File: config.mk
export PLATFORM = sky130hd
export DESIGN_NAME = fetch_unit
export DESIGN_NICKNAME = d
export VERILOG_FILES = /design/src/rtl/risc_pkg.sv /design/src/rtl/next_pc_gen.sv /design/src/rtl/fetch_unit.sv
export SDC_FILE = /design/constraint.sdc
export NUM_CORES = 1
export LEC_CHECK = 0
export CORE_ASPECT_RATIO = 1.4
export CORE_UTILIZATION = 40
export DETAILED_ROUTE_END_ITERATION = 10
export DONT_BUFFER_PORTS = 1
export SYNTH_ARGS = -nofsm -noshare
export SYNTH_HDL_FRONTEND = slang
export SYNTH_SLANG_ARGS = --single-unit
File: constraint.sdc
create_clock -name clk -period 4.05 [get_ports clk]
set_input_delay 0.81 -clock clk [delete_from_list [all_inputs] [get_ports clk]]
set_output_delay 0.81 -clock clk [all_outputs]
set_load 0.02 [all_outputs]
File: src/rtl/risc_pkg.sv
// Shared types and constants for the fetch stage: FSM encoding, NOP word and default vectors.
package risc_pkg;

  typedef enum logic [1:0] {
    BOOT     = 2'd0,
    REQ      = 2'd1,
    WAIT_RSP = 2'd2,
    ISSUE    = 2'd3
  } fetch_state_t;

  localparam logic [31:0] NOP_INSTR        = 32'h0000_0013;
  localparam logic [31:0] DEFAULT_RESET_PC = 32'h0000_0000;
  localparam logic [31:0] DEFAULT_TRAP_PC  = 32'h0000_0100;

  function automatic logic is_word_aligned(input logic [31:0] addr);
    return addr[1:0] == 2'b00;
  endfunction

endpackage

File: src/rtl/next_pc_gen.sv
// Combinational next-PC selection: sequential, redirect target, or trap vector on misalignment.
module next_pc_gen
  import risc_pkg::*;
#(
  parameter logic [31:0] TRAP_PC = DEFAULT_TRAP_PC
) (
  input  logic [31:0] pc,
  input  logic        redirect,
  input  logic [31:0] target,
  output logic [31:0] next_pc,
  output logic        misalign
);

  always_comb begin
    misalign = 1'b0;
    next_pc  = pc + 32'd4;
    if (redirect) begin
      if (is_word_aligned(target)) begin
        next_pc = target;
      end else begin
        next_pc  = TRAP_PC;
        misalign = 1'b1;
      end
    end
  end

endmodule

File: src/rtl/fetch_unit.sv
// Instruction fetch: owns the PC, runs one req/gnt/rvalid transaction at a time and
// holds the fetched instruction until execute signals completion.
module fetch_unit
  import risc_pkg::*;
#(
  parameter logic [31:0] RESET_PC = DEFAULT_RESET_PC,
  parameter logic [31:0] TRAP_PC  = DEFAULT_TRAP_PC
) (
  input  logic        clk,
  input  logic        reset,
  input  logic        branch_taken_i,
  input  logic        jump_ctl_i,
  input  logic [31:0] target_addr_i,
  input  logic        exec_done_i,
  output logic        imem_req_o,
  output logic [31:0] imem_addr_o,
  input  logic        imem_gnt_i,
  input  logic        imem_rvalid_i,
  input  logic [31:0] imem_rdata_i,
  output logic [31:0] instr_o,
  output logic        instr_valid_o,
  output logic [31:0] pc_o,
  output logic [31:0] pc_plus4_o,
  output logic        misalign_o,
  output logic [31:0] mepc_o
);

  fetch_state_t state_reg, state_next;
  logic [31:0]  pc_reg;
  logic [31:0]  instr_reg;
  logic [31:0]  mepc_reg;
  logic         misalign_reg;
  logic [31:0]  npc;
  logic         npc_misalign;
  logic         exec_fire;

  next_pc_gen #(
    .TRAP_PC (TRAP_PC)
  ) u_next_pc_gen (
    .pc       (pc_reg),
    .redirect (jump_ctl_i | branch_taken_i),
    .target   (target_addr_i),
    .next_pc  (npc),
    .misalign (npc_misalign)
  );

  assign exec_fire = (state_reg == ISSUE) && exec_done_i;

  always_comb begin
    state_next = state_reg;
    case (state_reg)
      BOOT:     state_next = REQ;
      REQ:      if (imem_gnt_i)    state_next = WAIT_RSP;
      WAIT_RSP: if (imem_rvalid_i) state_next = ISSUE;
      ISSUE:    if (exec_done_i)   state_next = REQ;
      default:  state_next = BOOT;
    endcase
  end

  always_ff @(posedge clk or posedge reset) begin
    if (reset) begin
      state_reg    <= BOOT;
      pc_reg       <= RESET_PC;
      instr_reg    <= NOP_INSTR;
      mepc_reg     <= 32'd0;
      misalign_reg <= 1'b0;
    end else begin
      state_reg    <= state_next;
      // Fault flag is recomputed every cycle so it can only ever be a single-cycle pulse.
      misalign_reg <= exec_fire && npc_misalign;
      if (exec_fire) begin
        pc_reg <= npc;
      end
      if (exec_fire && npc_misalign) begin
        mepc_reg <= pc_reg;
      end
      if ((state_reg == WAIT_RSP) && imem_rvalid_i) begin
        instr_reg <= imem_rdata_i;
      end
    end
  end

  assign imem_req_o    = (state_reg == REQ);
  assign imem_addr_o   = pc_reg;
  assign instr_valid_o = (state_reg == ISSUE);
  assign instr_o       = instr_reg;
  assign pc_o          = pc_reg;
  assign pc_plus4_o    = pc_reg + 32'd4;
  assign misalign_o    = misalign_reg;
  assign mepc_o        = mepc_reg;

endmodule

Word-level counts from Yosys, hierarchy flattened
Cells that the tools add are included.

Add/subtract/negate cells: 1. Eq/ne operators: 6. Muxes and demuxes: 8. Bitwise gates (word level): 1. Reduce and logical (&&, ||, !) cells: 6.

Operators with widths (count): $mux 32 (2); $add 32x3->32 const B (1); $pmux 2 s4 (1); $mux 2 (3); $eq 2x2->1 const B (2); $logic_not 2->1 (2); $ne 2x2->1 const B (2); $logic_and 1x1->1 (3); $reduce_and 3->1 (1); $eq 2x1->1 const B (1); $mux 1 (2); $ne 2x1->1 const B (1); $or 1x1->1 (1).

Register bits after elaboration: 99. Bits of input ports: 71. Output and inout bits: 163. Word-level logic and storage cells: 27.

Logic depth before layout (Yosys ltp)
Gate-level depths: netlist of the first run.

Depth after elaboration: 4. Gate-level depth with buffers: 8. Depth with buffers taken out: 7.

Cells and area by module
From an unflattened synthesis of the first run, not the netlist that was laid out.

Cells, all modules: 534. Area total of the unflattened synthesis: 5771.8 µm².

By module, submodules not included: fetch_unit (instances 1, cells each 342, area an instance 4585.6 µm², sequential area each 2481.1 µm²); next_pc_gen (instances 1, cells each 192, area an instance 1186.1 µm², sequential area each 0.0 µm²).

Worst setup path before layout of the first run
Ideal clock, no wire load.

Kind: flip-flop to output port. Start: register pc_reg[7] (netlist: imem_addr_o[7]). End: output port pc_plus4_o[31]. Arrival time: 2157 ps. Required time: 3240 ps. Slack: 1083 ps. Cell stages (with the launch flop): 7. Buffers on the path: 1. Cell sequence: dfrtp_1 > buf_2 > nand3_4 > or4_4 > nor4_4 > nand2_2 > xnor2_1.

Cells in the longest elaborated chain, start to end: 1.

Ends and longest elaborated chain: start, declared (line fetch_unit.sv:29) `logic [31:0] pc_reg;`; start signal, assigned (line fetch_unit.sv:72) `pc_reg <= npc;`; $add 32x3->32 (line fetch_unit.sv:88) `assign pc_plus4_o = pc_reg + 32'd4;`; end, declared (line fetch_unit.sv:23) `output logic [31:0] pc_plus4_o,`.

No other way between the ends.

Final worst setup path of the first run
Start: register pc_reg[3] (netlist: imem_addr_o[3]). End: output port pc_plus4_o[14].

The elaborated chain is that of the path after synthesis.

==> results.sh, run 1 <==
export IMPL_status="completed"
export IMPL_synth_top_area_share=0.471
export IMPL_vias=3536
export IMPL_place_gp_congestion=0.785
export IMPL_required_ns=3.24
export IMPL_path_clk_slew_ns=0.07
export IMPL_clock_skew_ns=0.0102
export IMPL_finalNetCount=506
export IMPL_critical_path_class="reg -> out"
export IMPL_endpoint="pc_plus4_o[14]"
export IMPL_synth_ff_type="dfrtp_1"
export IMPL_drt_drc_violations_left=0
export IMPL_grt_ovfl_total=0
export IMPL_viasPerCell=6.03
export IMPL_fill_cells=1171
export IMPL_seq_area_frac_synth=0.486
export IMPL_first_pass_iters=5
export IMPL_htreeDepth=3
export IMPL_r2r_slack_ns=1.42
export IMPL_synthDistinctLibCells=49
export IMPL_multi_input_area_um2=2200
export IMPL_fp_dieH_um=136
export IMPL_grt_max_degree=78
export IMPL_row_count=48
export IMPL_grt_pass1_wl_um=20200
export IMPL_hp_class="in -> async"
export IMPL_r2r_end="mepc_o[13]"
export IMPL_synthCells=464
export IMPL_first_iter_violations=154
export IMPL_finalHoldViolations=0
export IMPL_startpoint="imem_addr_o[3]"
export IMPL_max_slew_margin=0.344
export IMPL_clkSinkCount=99
export IMPL_drv_cap=0
export IMPL_startpoint_type="register"
export IMPL_hpwl_um=9490
export IMPL_syn_area_per_cell_um2=11.0
export IMPL_port_buffers=0
export IMPL_period_needed_ns=3.72
export IMPL_vdd_drop_max_mv=0.293
export IMPL_rsz0062_at_grt="false"
export IMPL_worstReg2RegStart="state_reg[1]"
export IMPL_cp_arrival_ns=2.91
export IMPL_clk_latency_ns=0.34
export IMPL_grt_pass1_vias=3678
export IMPL_final_common_cell="dfrtp_1"
export IMPL_powerDensity_nw_per_um2=853
export IMPL_n_antenna_cell=0
export IMPL_worst_pin_slew_ns=0.982
export IMPL_tritoncts="done"
export IMPL_yosysTopAreaCell="dfrtp_1"
export IMPL_reg2reg_depth=6
export IMPL_critPathMaxFanout=8
export IMPL_coreArea_um2=12400
export IMPL_drtAntennaViolNets=0
export IMPL_root_buffer="clkbuf_16"
export IMPL_synthTopCellsByArea="dfrtp_1 (47%), mux2_2 (14%), buf_4 (5.0%)"
export IMPL_setup_violations_final=0
export IMPL_dieArea_um2=13200
export IMPL_yosys_warnings=0
export IMPL_wire_per_inst_um=22.5
export IMPL_p_leak_nw=2.39
export IMPL_report_final_slew_viol_count=0
export IMPL_initial_core_util=0.413
export IMPL_synth_area_um2=5100
export IMPL_synthArstFlopShare=1.00
export IMPL_cts_buffers=9
export IMPL_ios=234
export IMPL_clk_path_buf_depth=2
export IMPL_fmax_mhz=269
export IMPL_finalNonFillerCells=586
export IMPL_grtUsageTotal=0.199
export IMPL_grt_antenna_before_repair=1
export IMPL_postCtsHoldBufs=0
export IMPL_end_kind="output port"
export IMPL_fin_crit_sh=0.917
export IMPL_syn_nets=539
export IMPL_final_cell_mix="dfrtp_1 (96), mux2_2 (64), nand2_1 (32), buf_4 (23), o21ai_0 (21)"
export IMPL_routed_wl_um=13200
export IMPL_dp_cells=570
export IMPL_setup_tns_ns=0
export IMPL_die_w_um=97.5
export IMPL_synth_edff_count=0
export IMPL_ys_ff_latch=99
export IMPL_drive_gt1_frac=0.268
export IMPL_regArea_um2=2480
export IMPL_syn_to_final_growth_pct=5.61
timing repair:
item	4_1_cts	5_1_grt
setup buffers	0	0
endpoints found under the setup margin	0	1
resized for setup	0	1
critical path: stages (launching register included):
cell and delay, ns:
dfrtp_1 0.69, ha_1 0.38, nand4_1 0.25, nor3_1 0.57, nand3_1 0.22, xnor2_1 0.44
cells in the mapped netlist (5+ instances only):
cell type	count
a21oi_1	8
a221o_1	13
and2_1	6
and3_1	8
buf_2	12
buf_4	34
clkbuf_1	16
dfrtp_1	96
inv_1	12
mux2_2	64
nand2_1	32
nand3_1	17
nand4_1	6
nor2_1	20
nor3_1	6
nor3b_1	5
nor4_1	7
o21ai_0	21
o311ai_0	7
xnor2_1	16
xor2_1	12
power by group:
part           switching [mW]  total (mW)  internal (mW)
combinational           0.846        1.39          0.543
sequential              0.955        2.36           1.41
clock                   0.373       0.844          0.471
total                    2.17        4.60           2.42
routing by layer:
layer  vias to the layer above  GRT usage  part of all wire
met1                      1762      0.222              0.37
met4                         2     0.0817             0.023
met3                        21     0.0681             0.086
met2                       203      0.345              0.52
li1                       1548          -                 -
met5                         -          0            0.0013
through the flow:
stage | power [mW] | hold WS (ns) | cell area, um^2 | util | setup slack (ns)
floorplan | 3.55 | 0.532 | 5100 | - | 0.655
global placement | 3.73 | 0.550 | 5080 | 0.411 | 0.553
detailed placement | 3.78 | 0.602 | 5080 | 0.411 | 0.558
CTS | 4.64 | 0.562 | 5390 | 0.435 | 0.171
global route | 4.83 | 0.569 | 5390 | 0.436 | 0.120
finish | 4.60 | 0.545 | 5390 | 0.436 | 0.335
worst min-delay path by stage:
stage          slack [ns]             end  cells past startpoint             start
6_report             0.55     instr_o[31]                      1             reset
5_1_grt              0.57  imem_addr_o[5]                      2  target_addr_i[5]
4_1_cts              0.56  imem_addr_o[5]                      2  target_addr_i[5]
3_5_place_dp         0.60    state_reg[0]                      2      state_reg[0]
3_3_place_gp         0.55    state_reg[0]                      2      state_reg[0]
2_1_floorplan        0.53    state_reg[0]                      2      state_reg[0]
cell families after synthesis:
| group | Yosys count | share of synthesized area |
|---|---|---|
| AO/OA/AOI/OAI | 71 | 0.103 |
| XOR/XNOR | 28 | 0.0480 |
| adder cells (fa/ha/maj) | 4 | 0.00980 |
| buffers and inverters | 79 | 0.0863 |
| flip-flops | 99 | 0.486 |
| multiplexers | 64 | 0.141 |
| AND/OR/NAND/NOR | 119 | 0.125 |
layout make-up:
class                   count  share of cell area
clock buffers              12              0.0494
clock inverters             4             0.00627
inverters                  12             0.00882
multi-input cells         286               0.408
flip-flops and latches     99               0.460
well taps                 150              0.0348
repair buffers             23              0.0320
Power figures use the tool's default switching activity.
==> run 2, diff against run 1 <==
clock period = 3.8 ns   (was 4.05 ns; I/O delays follow)
==> run 2 against run 1 <==
Sequential share of layout area down 0.53 points. Register-to-register slack got worse by 0.38 ns. Non-clock buffer count grew 10. Setup slack better by 0.079 ns. Final cell count is 1.7% higher. First-iteration DRC count decreased by 27%. Power rose by 8.0%. Die area stayed put. Largest power group unchanged.
==> results.sh, run 2 (synthesized netlist as in run 1, its figures left out) <==
export IMPL_max_stage_delay_ns=0.61
export IMPL_dp_cells=580
export IMPL_max_slew_margin=0.270
export IMPL_final_cell_mix="dfrtp_1 (96), mux2_2 (64), buf_4 (33), nand2_1 (32), o21ai_0 (21)"
export IMPL_setup_violations_final=0
export IMPL_grt_pass1_vias=3608
export IMPL_wire_per_inst_um=21.9
export IMPL_drive_gt1_frac=0.280
export IMPL_viasPerCell=6.01
export IMPL_grt_antenna_before_repair=0
export IMPL_status="completed"
export IMPL_finalNonFillerCells=596
export IMPL_fin_ws_ns=0.414
export IMPL_utilization=0.441
export IMPL_clk_latency_ns=0.34
export IMPL_die_w_um=97.5
export IMPL_initial_core_util=0.413
export IMPL_startpoint_type="register"
export IMPL_tritoncts="done"
export IMPL_rsz0062_at_grt="false"
export IMPL_fp_dieH_um=136
export IMPL_place_gp_congestion=0.773
export IMPL_finalNetCount=516
export IMPL_required_ns=3.04
export IMPL_vias=3584
export IMPL_final_common_cell="dfrtp_1"
export IMPL_worst_pin_slew_ns=1.09
export IMPL_report_final_slew_viol_count=0
export IMPL_setup_tns_ns=0
export IMPL_drtAntennaViolNets=0
export IMPL_row_count=48
export IMPL_finalPower_mw=4.96
export IMPL_drv_cap=0
export IMPL_clk_path_buf_depth=2
export IMPL_p_leak_nw=2.44
export IMPL_first_iter_violations=113
export IMPL_postCtsSetupBuffers=0
export IMPL_grtUsageTotal=0.194
export IMPL_vdd_drop_max_mv=0.391
export IMPL_first_pass_iters=4
export IMPL_path_clk_slew_ns=0.07
export IMPL_root_buffer="clkbuf_16"
export IMPL_routed_wl_um=13100
export IMPL_grt_pass1_wl_um=19800
export IMPL_critPathSlowestCell="or4_4"
export IMPL_post_cts_resized=0
export IMPL_grt_max_degree=91
export IMPL_critical_path_class="reg -> out"
export IMPL_end_kind="output port"
export IMPL_n_antenna_cell=0
export IMPL_powerDensity_nw_per_um2=910
export IMPL_drt_drc_violations_left=0
export IMPL_syn_to_final_growth_pct=6.84
export IMPL_dpl_instance_area_um2=5160
export IMPL_crit_buf_inv=1
export IMPL_fill_cells=1154
export IMPL_cp_arrival_ns=2.63
export IMPL_clkSinkCount=99
export IMPL_dieArea_um2=13200
export IMPL_hold_ws_ns=0.527
export IMPL_grt_ovfl_total=0
export IMPL_clock_skew_ns=0.00993
export IMPL_postCtsHoldBufs=0
export IMPL_cp_cell_sequence="buf_4 > nand3_1 > or4_4 > nor4_4 > nand2_2 > xnor2_1"
export IMPL_finalHoldViolations=0
export IMPL_fmax_mhz=295
export IMPL_fin_crit_sh=0.891
export IMPL_cts_buffers=9
export IMPL_hp_class="in -> reg"
export IMPL_critical_path_top_delay_family="simple AND/OR/NAND/NOR gates"
export IMPL_period_needed_ns=3.39
export IMPL_htreeDepth=3
export IMPL_critPathMaxFanout=10
export IMPL_port_buffers=0
export IMPL_coreArea_um2=12400
export IMPL_ios=234
export IMPL_hpwl_um=9380
export IMPL_fin_area_um2=5450
export IMPL_place_ws_ns=0.781
[run 2: path summary, 6_finish.rpt]
kind                              startpoint  cells after the start  slack, ns         endpoint
max                          imem_addr_o[13]                      6       0.41   pc_plus4_o[31]
min in group asynchronous              reset                      1       0.56      instr_o[15]
max reg2reg                     state_reg[0]                      7       1.04       mepc_o[14]
max in group asynchronous              reset                      2       2.52        mepc_o[2]
min                        target_addr_i[16]                      2       0.53  imem_addr_o[16]
min reg2reg                     state_reg[0]                      2       0.60     state_reg[0]
[run 2: layout make-up]
class | instances | area [um^2] | area share
sequential | 99 | 2480 | 0.455
multi-input combinational | 286 | 2200 | 0.403
timing repair buffer | 33 | 248 | 0.0454
clock buffer | 10 | 229 | 0.0420
tap | 150 | 188 | 0.0344
clock inverter | 6 | 65.1 | 0.0119
inverter | 12 | 47.5 | 0.00872
[run 2: routing by layer]
| metal | vias up | GRT usage | part of all wire |
|---|---|---|---|
| met5 | - | 0 | 0 |
| met3 | 30 | 0.0630 | 0.087 |
| met4 | 0 | 0.104 | 0.037 |
| met1 | 1781 | 0.218 | 0.37 |
| li1 | 1572 | - | - |
| met2 | 201 | 0.328 | 0.51 |
[run 2: where the power goes]
part,internal (mW),switching (mW)
Combinational,0.625,1.04
Clock,0.512,0.403
Sequential,1.51,0.878
[run 2: worst register-to-register path, cell delays in order, from the launching register on]
cell	delay, ns
dfrtp_1	0.40
ha_1	0.34
and2_1	0.17
buf_4	0.24
nand2_1	0.32
nor2_4	0.32
buf_4	0.45
mux2_2	0.40
